<file path="config.mk">
export PLATFORM = sky130hd
export DESIGN_NAME = inst_queue
export DESIGN_NICKNAME = d
export VERILOG_FILES = /design/src/rtl/inst_queue.sv
export SDC_FILE = /design/constraint.sdc
export NUM_CORES = 1
export LEC_CHECK = 0
export CAP_MARGIN = 20
export CORE_MARGIN = 1.5
export CORE_UTILIZATION = 25
export CTS_BUF_LIST = sky130_fd_sc_hd__clkbuf_4
export DETAILED_ROUTE_END_ITERATION = 7
export SYNTH_ARGS = -nofsm -noshare
export SYNTH_HDL_FRONTEND = slang
export SYNTH_SLANG_ARGS = --single-unit
</file>
<file path="constraint.sdc">
create_clock -name clk -period 24.9 [get_ports clk]
set_input_delay 7.47 -clock clk [delete_from_list [all_inputs] [get_ports clk]]
set_output_delay 7.47 -clock clk [all_outputs]
set_load 0.01 [all_outputs]
</file>
<file path="src/rtl/inst_queue.sv">
`default_nettype none
// ============================================================================
// Module   : inst_queue
// Purpose  : Circular {pc, inst} FIFO between fetch and decode with flush,
//            almost-full back-pressure and optional empty-queue bypass.
// Revision : 1.0 - initial release
// ============================================================================
module inst_queue #(
    parameter int DEPTH        = 8,
    parameter int INST_WIDTH   = 32,
    parameter int PC_WIDTH     = 32,
    parameter int AFULL_THRESH = DEPTH - 2,
    parameter int BYPASS       = 0
) (
    input  logic                    clk,
    input  logic                    rst,
    input  logic                    flush,
    input  logic                    enq_valid,
    output logic                    enq_ready,
    input  logic [INST_WIDTH-1:0]   enq_inst,
    input  logic [PC_WIDTH-1:0]     enq_pc,
    output logic                    deq_valid,
    input  logic                    deq_ready,
    output logic [INST_WIDTH-1:0]   deq_inst,
    output logic [PC_WIDTH-1:0]     deq_pc,
    output logic [$clog2(DEPTH):0]  count,
    output logic                    empty,
    output logic                    full,
    output logic                    almost_full
);

    localparam int c_PTR_W   = $clog2(DEPTH);
    localparam int c_CNT_W   = c_PTR_W + 1;
    localparam int c_ENTRY_W = PC_WIDTH + INST_WIDTH;

    localparam logic [c_CNT_W-1:0] c_DEPTH     = c_CNT_W'(DEPTH);
    localparam logic [c_CNT_W-1:0] c_AFULL     = c_CNT_W'(AFULL_THRESH);
    localparam logic [c_CNT_W-1:0] c_CNT_ZERO  = '0;
    localparam logic [c_PTR_W-1:0] c_PTR_ZERO  = '0;
    localparam logic [c_PTR_W-1:0] c_PTR_ONE   = c_PTR_W'(1);

    logic [c_ENTRY_W-1:0] r_mem [DEPTH];
    logic [c_PTR_W-1:0]   r_head;
    logic [c_PTR_W-1:0]   r_tail;
    logic [c_CNT_W-1:0]   r_count;

    logic                 w_empty;
    logic                 w_full;
    logic                 w_bypass;
    logic                 w_enq_fire;
    logic                 w_deq_fire;
    logic                 w_pass_through;
    logic                 w_push;
    logic                 w_pop;
    logic [c_ENTRY_W-1:0] w_head_entry;
    logic [c_ENTRY_W-1:0] w_deq_entry;

    // Status flags come from the count register only, never pointer equality.
    assign w_empty     = (r_count == c_CNT_ZERO);
    assign w_full      = (r_count == c_DEPTH);
    assign count       = r_count;
    assign empty       = w_empty;
    assign full        = w_full;
    assign almost_full = (r_count >= c_AFULL);

    // No path from deq_ready: a push into a full queue is refused even on a pop.
    assign enq_ready  = ~w_full & ~flush;
    assign deq_valid  = (~w_empty | w_bypass) & ~flush;
    assign w_enq_fire = enq_valid & enq_ready;
    assign w_deq_fire = deq_valid & deq_ready;

    // A bypassed entry that decode takes immediately never touches storage.
    assign w_pass_through = w_bypass & deq_ready;
    assign w_push         = w_enq_fire & ~w_pass_through;
    assign w_pop          = w_deq_fire & ~w_pass_through;

    assign w_head_entry = r_mem[r_head];

    generate
        if (BYPASS != 0) begin : g_bypass
            assign w_bypass    = w_empty & enq_valid & ~flush;
            assign w_deq_entry = w_bypass ? {enq_pc, enq_inst} : w_head_entry;
        end else begin : g_no_bypass
            assign w_bypass    = 1'b0;
            assign w_deq_entry = rst ? '0 : w_head_entry;
        end
    endgenerate

    assign deq_pc   = w_deq_entry[c_ENTRY_W-1:INST_WIDTH];
    assign deq_inst = w_deq_entry[INST_WIDTH-1:0];

    always_ff @(posedge clk) begin
        if (w_push) begin
            r_mem[r_tail] <= {enq_pc, enq_inst};
        end
    end

    always_ff @(posedge clk) begin
        if (rst || flush) begin
            r_head  <= c_PTR_ZERO;
            r_tail  <= c_PTR_ZERO;
            r_count <= c_CNT_ZERO;
        end else begin
            if (w_push) begin
                r_tail <= r_tail + c_PTR_ONE;
            end
            if (w_pop) begin
                r_head <= r_head + c_PTR_ONE;
            end
            r_count <= r_count + c_CNT_W'(w_push) - c_CNT_W'(w_pop);
        end
    end

endmodule
`default_nettype wire

</file>
Yosys cells after proc, flatten, opt, wreduce, memory -nomap -nowiden
Memories as Yosys holds them, arrays and structs flattened. A register that Yosys moved wholly into a read port is not among the register bits. Cells that the tools add are included.

ROM bits: 0. RAM bits: 512. Bits in latches: 0. Memories kept: 1. Output and inout port bits: 73. Register bits: 10.

Multipliers: 0. Reductions and logical operators: 2. $add $sub $neg: 4. Shift operators: 0. Div/mod/pow operators: 0. Muxes and demuxes: 5. Equal/unequal tests: 1. Bitwise operators: 7. Magnitude comparators: 1.

Memories: r_mem (words 8, bits a word 64, read ports 1, clocked after memory_dff 1, write ports 1, line 42) `logic [c_ENTRY_W-1:0] r_mem [DEPTH];`.

Operator list (number): 64-bit two-way mux (1); 3-bit by 1-bit adder with 3-bit output, second input constant (2); 3-bit two-way mux (2); 4-bit by 1-bit adder with 4-bit output (1); 1-bit bitwise AND (4); 4-bit equality test, second input constant (1); 4-bit by 3-bit greater-or-equal comparator with 1-bit output, second input constant (1); 4-bit logical NOT (1); 4-bit by 1-bit subtractor with 4-bit output (1); 1-bit inverter (3); 1-bit two-way mux (2); 1-bit logical OR (1).

Depth between registers and ports, before layout
Gate-level depths: netlist (run 1).

Word-level depth: 6. Gate-level depth with buffers: 10.

Least setup slack after synthesis (run 1)
OpenSTA, ideal clock, no wires.

Path kind: in2out. Start: input port rst. End: output port deq_inst[10]. Data arrival time: 8.127 ns. Setup slack: 9.303 ns. Path buffers: 2. Required time: 17.430 ns. Stages: 3. Path through: clkbuf_1 clkbuf_1 nor2_1.

Longest elaborated chain between the ends: 1.

Ends and longest elaborated chain: start, declared (line 16) `input logic rst,`; 64-bit two-way mux (line 85) `assign w_deq_entry = rst ? '0 : w_head_entry;`; end, declared (line 24) `output logic [INST_WIDTH-1:0] deq_inst,`.

No other way between the ends.

Final worst setup path (run 1)
Start: input port rst. End: output port deq_inst[0].

Same word-level chain as after synthesis.

==> results of run 1 <==
[synthesized netlist by cell type]
library cell,count,area [um^2]
or2_2,1,6.26
mux2i_1,67,671
xnor2_1,1,8.76
o31ai_1,1,7.51
or4_1,1,7.51
a21o_1,1,7.51
nor4_1,1,6.26
buf_2,9,45.0
nor3_1,4,20.0
xor2_1,1,8.76
nor2b_1,1,6.26
o21ai_0,4,20.0
buf_6,1,11.3
buf_4,13,97.6
fa_1,1,20.0
dfxtp_1,13,260
nand3_1,2,10.0
edfxtp_1,512,15400
ha_1,8,100
clkbuf_1,16,60.1
or3_1,4,25.0
nand3b_1,1,7.51
inv_1,6,22.5
or3b_2,1,8.76
nor2_1,73,274
nand2b_1,4,25.0
a21oi_1,8,40.0
nor3b_1,1,7.51
mux4_2,128,2880
nand2_1,8,30.0
buf_1,4,15.0
and2_1,2,12.5
[logic make-up after synthesis]
logic type	share of synthesized area [%]
compound gates	0.374
xor+xnor	0.0872
fa+ha+maj	0.598
buf+inv	1.25
flops	77.8
mux	17.7
simple gates	2.22
[placed cells by master, fill, tap and decap left out, drive strengths merged, types with 4 or more instances in the layout]
| master | instances |
|---|---|
| edfxtp | 512 |
| clkbuf | 204 |
| clkdlybuf4s50 | 140 |
| mux4 | 128 |
| nor2 | 73 |
| mux2i | 67 |
| clkinv | 33 |
| buf | 23 |
| dfxtp | 13 |
| inv | 13 |
| nand2 | 8 |
| a21oi | 8 |
| ha | 8 |
| bufinv | 5 |
| nand2b | 4 |
| nor3 | 4 |
| o21ai | 4 |
| or3 | 4 |
[area by class of cell]
class / count / area [um^2] / area share, %
Clock buffer: 204 / 1530 / 6.20
Clock inverter: 48 / 347 / 1.40
Tap cell: 1050 / 1310 / 5.32
Inverter: 6 / 22.5 / 0.0912
Multi-Input combinational cell: 324 / 4260 / 17.3
Sequential cell: 525 / 15600 / 63.3
Timing Repair Buffer: 163 / 1570 / 6.37
Antenna cell: 2 / 5.00 / 0.0203
[stage by stage]
step | hold WS, ns | util [%] | power [uW] | instances | setup WS, ns
finish | 0.504 | 31.2 | 1830 | 2322 | 8.50
global route | 0.533 | 31.2 | 1910 | 2322 | 8.37
CTS | 0.505 | 31.2 | 1870 | 2320 | 8.45
detailed placement | 0.486 | 28.8 | 1060 | 2068 | 8.46
global placement | 0.462 | 28.8 | 1060 | 2068 | 8.46
floorplan | 0.460 | - | 1020 | 898 | 9.30
[power groups by stage]
stage / sequential, uW / clock [uW] / combinational [uW]
floorplan: 999 / 0 / 24.2
global placement: 998 / 0 / 64.2
detailed placement: 998 / 0 / 66.1
CTS: 979 / 820 / 66.4
global route: 979 / 862 / 71.0
finish: 979 / 784 / 64.9
[registers in the layout (all words and copies together), names as in the netlist, named ones only]
register and flops:
count 4, r_head 3, r_mem 512, r_tail 3
[worst max path at each step]
stage	end	slack (ns)	cells after the start
5_1_grt	deq_inst[0]	8.37	3
4_1_cts	deq_inst[0]	8.45	3
3_3_place_gp	deq_inst[0]	8.46	3
6_report	deq_inst[0]	8.50	3
2_1_floorplan	deq_inst[10]	9.30	3
3_5_place_dp	deq_inst[0]	8.46	3
[routing by layer]
metal  GRT usage, %  routed length [um]
met5              0                  12
met1           13.8               19400
met4           4.74                 884
met2           17.9               22000
met3           3.35                2290
[worst max-delay path: cells and delay by family]
kind	cells	cell delay, ns
simple gates	1	0.23
buf+inv	2	1.20
==> run metrics, run 1 <==
status=completed; first-pass iteration count of the detailed router=4; GPL Wtd Cong=0.655; crit path launch type=input pin; reg2reg setup slack=21.92 ns; CP cell instances=buf_4 > nor2_1 > clkdlybuf4s50_1; Overall Global Routing Usage=11.1%; first-pass GRT wire length=66300 um; Sequential Power Share=53.6%; grt ovf=0; CP arrival=8.93 ns; postcts setup bufs=0; CTS root buf=clkbuf_4; hold crit path type=register to register; layout overhead on the synthesized area=22.9%; max_slew headroom=32.6%; Netlist cell types=32; CTS Buffer Depth=3; CP startpoint=rst; Critical Path End Type=primary output; final count of hold timing violations=0; Post-DP HPWL=23400 um; critical path's largest stage delay=0.65 ns; part of the power in combinational logic=3.5%; Tcrit/Tclk final=65.9%; # clock sinks=525; antenna violations before repair=2; Yosys reg bits=525; share of layout cells above drive strength 1=30.9%; Post-CTS Resized=0; Worst Hold Depth=2; die area=82100 um^2; Post-Syn Nets=976; clk_skew=0.0675 ns; reg2reg start=count[2]; largest net degree at the start of global routing=68; worst reg2reg path endpoint=r_mem[1][0]; filler instances=7721; Post-Syn Instances=898; final setup fails=0; Pleak=0.00755 uW; wirelength, routed=44500 um; nets=1241; slowest cell on the critical path=buf_4; I/O Buffers=141; syn_area_per_cell=22.4 um^2; YS warnings=0; CTS buffer count=143; clock slew at reported path FFs=0.06 ns; max_cap viols=0; WP data required=17.43 ns; HP Start=r_head[1]; VDD IR-drop max=29.8 uV; DIE HEIGHT=287 um; WL per Instance=19.2 um; total number of vias=9858; Pint=1440 uW; Clk network pwr share=42.9%; vias in the first global route=11.0k; WS Path Type=input pin to primary output; die width=287 um; Slew @ Worst Pin=1.01 ns; H-tree depth=4; synthesized area=20100 um^2; pwr dens=74.0 nW/um^2; Max FO, Critical Path=67; switching part of the total power=21.3%; Worst R2R Path Depth=7; Std-Cell Rows=103; Clk Latency, worst-skew pair=0.92 ns; 1st-iter DRT viols=534; vias per cell=4.25; # DRC=0; RSZ-0062 raised after global routing=false; num ports=142; Seq/Total Area, Yosys=77.8%; maximum clock rate=61.0 MHz; Cell Area, Placed=22800 um^2; fin area=24700 um^2; fin. max-slew vios=0; ANT nets after route=0; core area=79300 um^2; setup TNS=0 ns; hold buffers post-CTS=0; Starting Density=25.4%; switching pwr=389 uW; Period minus WS final=16.40 ns; clock tree from TritonCTS=yes
Power figures use the tool's default switching activity.
==> inputs of run 2 (changes only) <==
Clock period 24.9 ns to 16.5 ns, I/O delays scaled along.
==> run 2 against run 1 <==
  * Clock power grew 51%
  * Sequential share of layout area is essentially flat
  * Sequential power grew 51%
  * Worst hold slack lost 0.0081 ns
  * Non-clock buffer count is the same
  * Highest routed layer unchanged
  * Global-route usage shrank 0.14 points
  * Routed wire length shrank 0.86%
  * Final area is essentially flat
  * Clock skew shrank 0.036 ns
  * Total power grew 51%
==> run metrics, run 2 (same netlist as run 1, synthesis figures left out) <==
Clk Latency, worst-skew pair=0.89 ns; Post-CTS Resized=0; CP cell instances=buf_4 > nor2_1 > clkdlybuf4s50_1; H-tree depth=4; core area=79300 um^2; first-pass iteration count of the detailed router=4; total number of vias=9801; antenna violations before repair=4; hold crit path type=register to register; CTS root buf=clkbuf_4; vias per cell=4.22; max_slew headroom=39.0%; Slew @ Worst Pin=0.916 ns; share of layout cells above drive strength 1=30.1%; VDD IR-drop max=52.2 uV; I/O Buffers=141; reg2reg setup slack=13.56 ns; die width=287 um; register area=15600 um^2; ANT nets after route=0; CP startpoint=rst; RSZ-0062 raised after global routing=false; setup TNS=0 ns; Top reg by flops=r_mem; postcts setup bufs=0; wirelength, routed=44100 um; leading cell type in the layout, fill and taps excluded=edfxtp_1; slowest cell on the critical path=buf_4; # DRC=0; maximum clock rate=88.3 MHz; die area=82100 um^2; worst hold margin=0.496 ns; WL per Instance=19.0 um; Largest register FFs=512; final count of hold timing violations=0; multi-input logic area=4260 um^2; CTS buffer count=141; hold buffers post-CTS=0; filler instances=7669; most frequent cells in the layout=edfxtp_1 (512), clkbuf_4 (200), clkdlybuf4s50_1 (140); fin. max-slew vios=0; status=completed; reg2reg start=count[2]; max_cap viols=0; Post-DP HPWL=23000 um; total power=2760 uW; Pleak=0.00753 uW; WS Path Type=input pin to primary output; clock slew at reported path FFs=0.06 ns; nets=1239; GPL Wtd Cong=0.654; CP arrival=6.37 ns; Period minus WS final=11.32 ns; Critical Path End Type=primary output; clk_skew=0.0314 ns; crit path launch type=input pin; CTS Buffer Depth=3; grt ovf=0; Overall Global Routing Usage=11.0%; layout overhead on the synthesized area=22.9%; largest net degree at the start of global routing=68; DIE HEIGHT=287 um; WP data required=11.55 ns; # clock sinks=525; worst reg2reg path endpoint=r_mem[7][33]; 1st-iter DRT viols=504; Worst R2R Path Depth=7; critical path's largest stage delay=0.63 ns; vias in the first global route=10.8k; first-pass GRT wire length=65200 um; clock tree from TritonCTS=yes; Final Core Density=31.2%; num ports=142; final setup fails=0; CP Capture Point=deq_inst[4]; Starting Density=25.4%; Max FO, Critical Path=67; pwr dens=112 nW/um^2; Std-Cell Rows=103; Tcrit/Tclk final=68.6%
-- run 2: worst min-delay path by stage --
stage	slack [ns]	from	cells past startpoint	to
global route	0.54	r_head[1]	2	register
floorplan	0.46	r_head[1]	2	register
detailed placement	0.49	r_head[1]	2	r_head[1]
CTS	0.50	r_head[1]	2	r_head[1]
global placement	0.47	r_head[1]	2	r_head[1]
finish	0.50	r_head[1]	2	r_head[1]
-- run 2: area by class of cell --
class / count / area share [%]
multi-input cells: 324 / 17.3
flip-flops and latches: 525 / 63.3
repair buffers: 163 / 6.37
clock inverters: 52 / 1.51
inverters: 6 / 0.0912
well taps: 1050 / 5.32
clock buffers: 200 / 6.08
diodes: 2 / 0.0203
-- run 2: per-stage QoR --
step | worst slack (ns) | cells | instance area (um^2)
global route | 5.09 | 2322 | 24700
CTS | 5.14 | 2320 | 24700
finish | 5.18 | 2322 | 24700
global placement | 5.20 | 2068 | 22800
floorplan | 4.48 | 898 | 20100
detailed placement | 5.14 | 2068 | 22800
-- run 2: metal layers --
layer,routed length [um],vias up,global-route usage (%)
li1,-,4341,-
met4,844,2,5.16
met1,19100,5120,13.4
met2,21900,267,17.6
met5,12,-,0
met3,2260,71,3.46
-- run 2: power breakdown --
group,switching [uW],total (uW),internal [uW]
registers,3.79,1480,1470
logic,50.4,97.8,47.4
clock network,526,1180,654
total,580,2760,2180
-- run 2: critical path, delay by kind of cell --
| kind | cells | cell delay [ns] |
|---|---|---|
| buf+inv | 2 | 1.16 |
| simple gates | 1 | 0.17 |
==> inputs of run 3 (changes only) <==
Clock period 16.5 ns to 10.2 ns, I/O delays scaled along.
==> run 3 against run 2 <==
  * Final area is 0.62% lower
  * Worst hold slack gained 0.0032 ns
  * Largest power group unchanged
  * Total power rose by 57%
==> run metrics, run 3 (same netlist as run 1, synthesis figures left out) <==
Top reg by flops=r_mem; total number of vias=9830; Worst Hold Depth=2; filler instances=7722; Period minus WS final=7.58 ns; layout overhead on the synthesized area=22.1%; VDD IR-drop max=72.1 uV; Critical Path End Type=primary output; WP data required=7.14 ns; setup TNS=0 ns; Worst R2R Path Depth=7; total power=4320 uW; Post-CTS Resized=0; die area=82100 um^2; Pleak=0.00746 uW; RSZ-0062 raised after global routing=false; # clock sinks=525; crit path launch type=input pin; largest net degree at the start of global routing=68; first-pass GRT wire length=65400 um; 1st-iter DRT viols=576; Post-DP HPWL=23400 um; wirelength, routed=44300 um; WS Path Type=input pin to primary output; fin area=24500 um^2; num ports=142; max_slew headroom=29.0%; Place WS=2.55 ns; Placed Instances=2069; DIE HEIGHT=287 um; H-tree depth=4; most frequent cells in the layout=edfxtp_1 (512), clkbuf_4 (196), clkdlybuf4s50_1 (140); CTS Buffer Depth=3; leading cell type in the layout, fill and taps excluded=edfxtp_1; first-pass iteration count of the detailed router=4; GPL Wtd Cong=0.654; grt ovf=0; max_cap viols=0; vias per cell=4.26; die width=287 um; antenna violations before repair=3; clk_skew=0.0407 ns; postcts setup bufs=0; nets=1238; Cell Area, Placed=22800 um^2; CP arrival=4.52 ns; clock tree from TritonCTS=yes; Clk Latency, worst-skew pair=0.91 ns; clock slew at reported path FFs=0.06 ns; share of layout cells above drive strength 1=30.4%; CTS root buf=clkbuf_4; WL per Instance=19.2 um; Overall Global Routing Usage=11.0%; maximum clock rate=132 MHz; vias in the first global route=10.9k; fin. max-slew vios=0; core area=79300 um^2; final count of hold timing violations=0; # DRC=0; I/O Buffers=141; ANT nets after route=0; PnR worst setup slack=2.62 ns; Tcrit/Tclk final=74.3%; Post-Layout Cell Count=2308; hold crit path type=register to register; Slew @ Worst Pin=1.06 ns; pwr dens=176 nW/um^2; Std-Cell Rows=103; hold buffers post-CTS=0; Largest register FFs=512; Starting Density=25.4%; Max FO, Critical Path=67; final setup fails=0; CTS buffer count=139; status=completed
## run 3: cell types whose count changed in the layout (fill, tap and decap cells not counted), moves of 2 or more
cell,change
bufinv_16,-4
clkbuf_4,-4
clkinv_1,-16
clkinvlp_4,+2
diode_2,+3
inv_2,+4
## run 3: final cells by class
cell class	instances	area [um^2]	share of cell area (%)
antenna	5	12.5	0.0510
clock buffer	196	1470	5.99
clock inverter	38	224	0.912
inverter	6	22.5	0.0918
multi-input combinational	324	4260	17.4
sequential	525	15600	63.7
tap	1050	1310	5.35
timing repair buffer	164	1590	6.49
## run 3: critical path, cell delays in order
cell and delay [ns]:
buf_4 0.65, nor2_1 0.24, clkdlybuf4s50_1 0.55
## run 3: final timing paths
kind	from	endpoint	slack, ns
setup / recovery	rst	deq_inst[0]	2.62
hold / removal	r_head[1]	r_head[1]	0.50
setup reg to reg	count[2]	r_mem[1][55]	7.23
hold reg to reg	r_head[1]	r_head[1]	0.50
## run 3: metrics by stage
| stage | utilization [%] | hold slack, ns |
|---|---|---|
| 6_report | 31.0 | 0.499 |
| 2_1_floorplan | - | 0.460 |
| 3_3_place_gp | 28.8 | 0.477 |
| 4_1_cts | 31.0 | 0.507 |
| 5_1_grt | 31.0 | 0.537 |
| 3_5_place_dp | 28.8 | 0.497 |
## run 3: metal layers
metal,wire length (um),track usage (%)
met5,8,0
met2,21900,17.9
met1,18900,13.3
met4,1080,5.00
met3,2400,3.27
## run 3: report_power, final
| part | total [uW] | switching, uW | internal [uW] |
|---|---|---|---|
| Combinational | 159 | 82.8 | 76.7 |
| Sequential | 2390 | 4.92 | 2380 |
| Clock | 1770 | 840 | 934 |
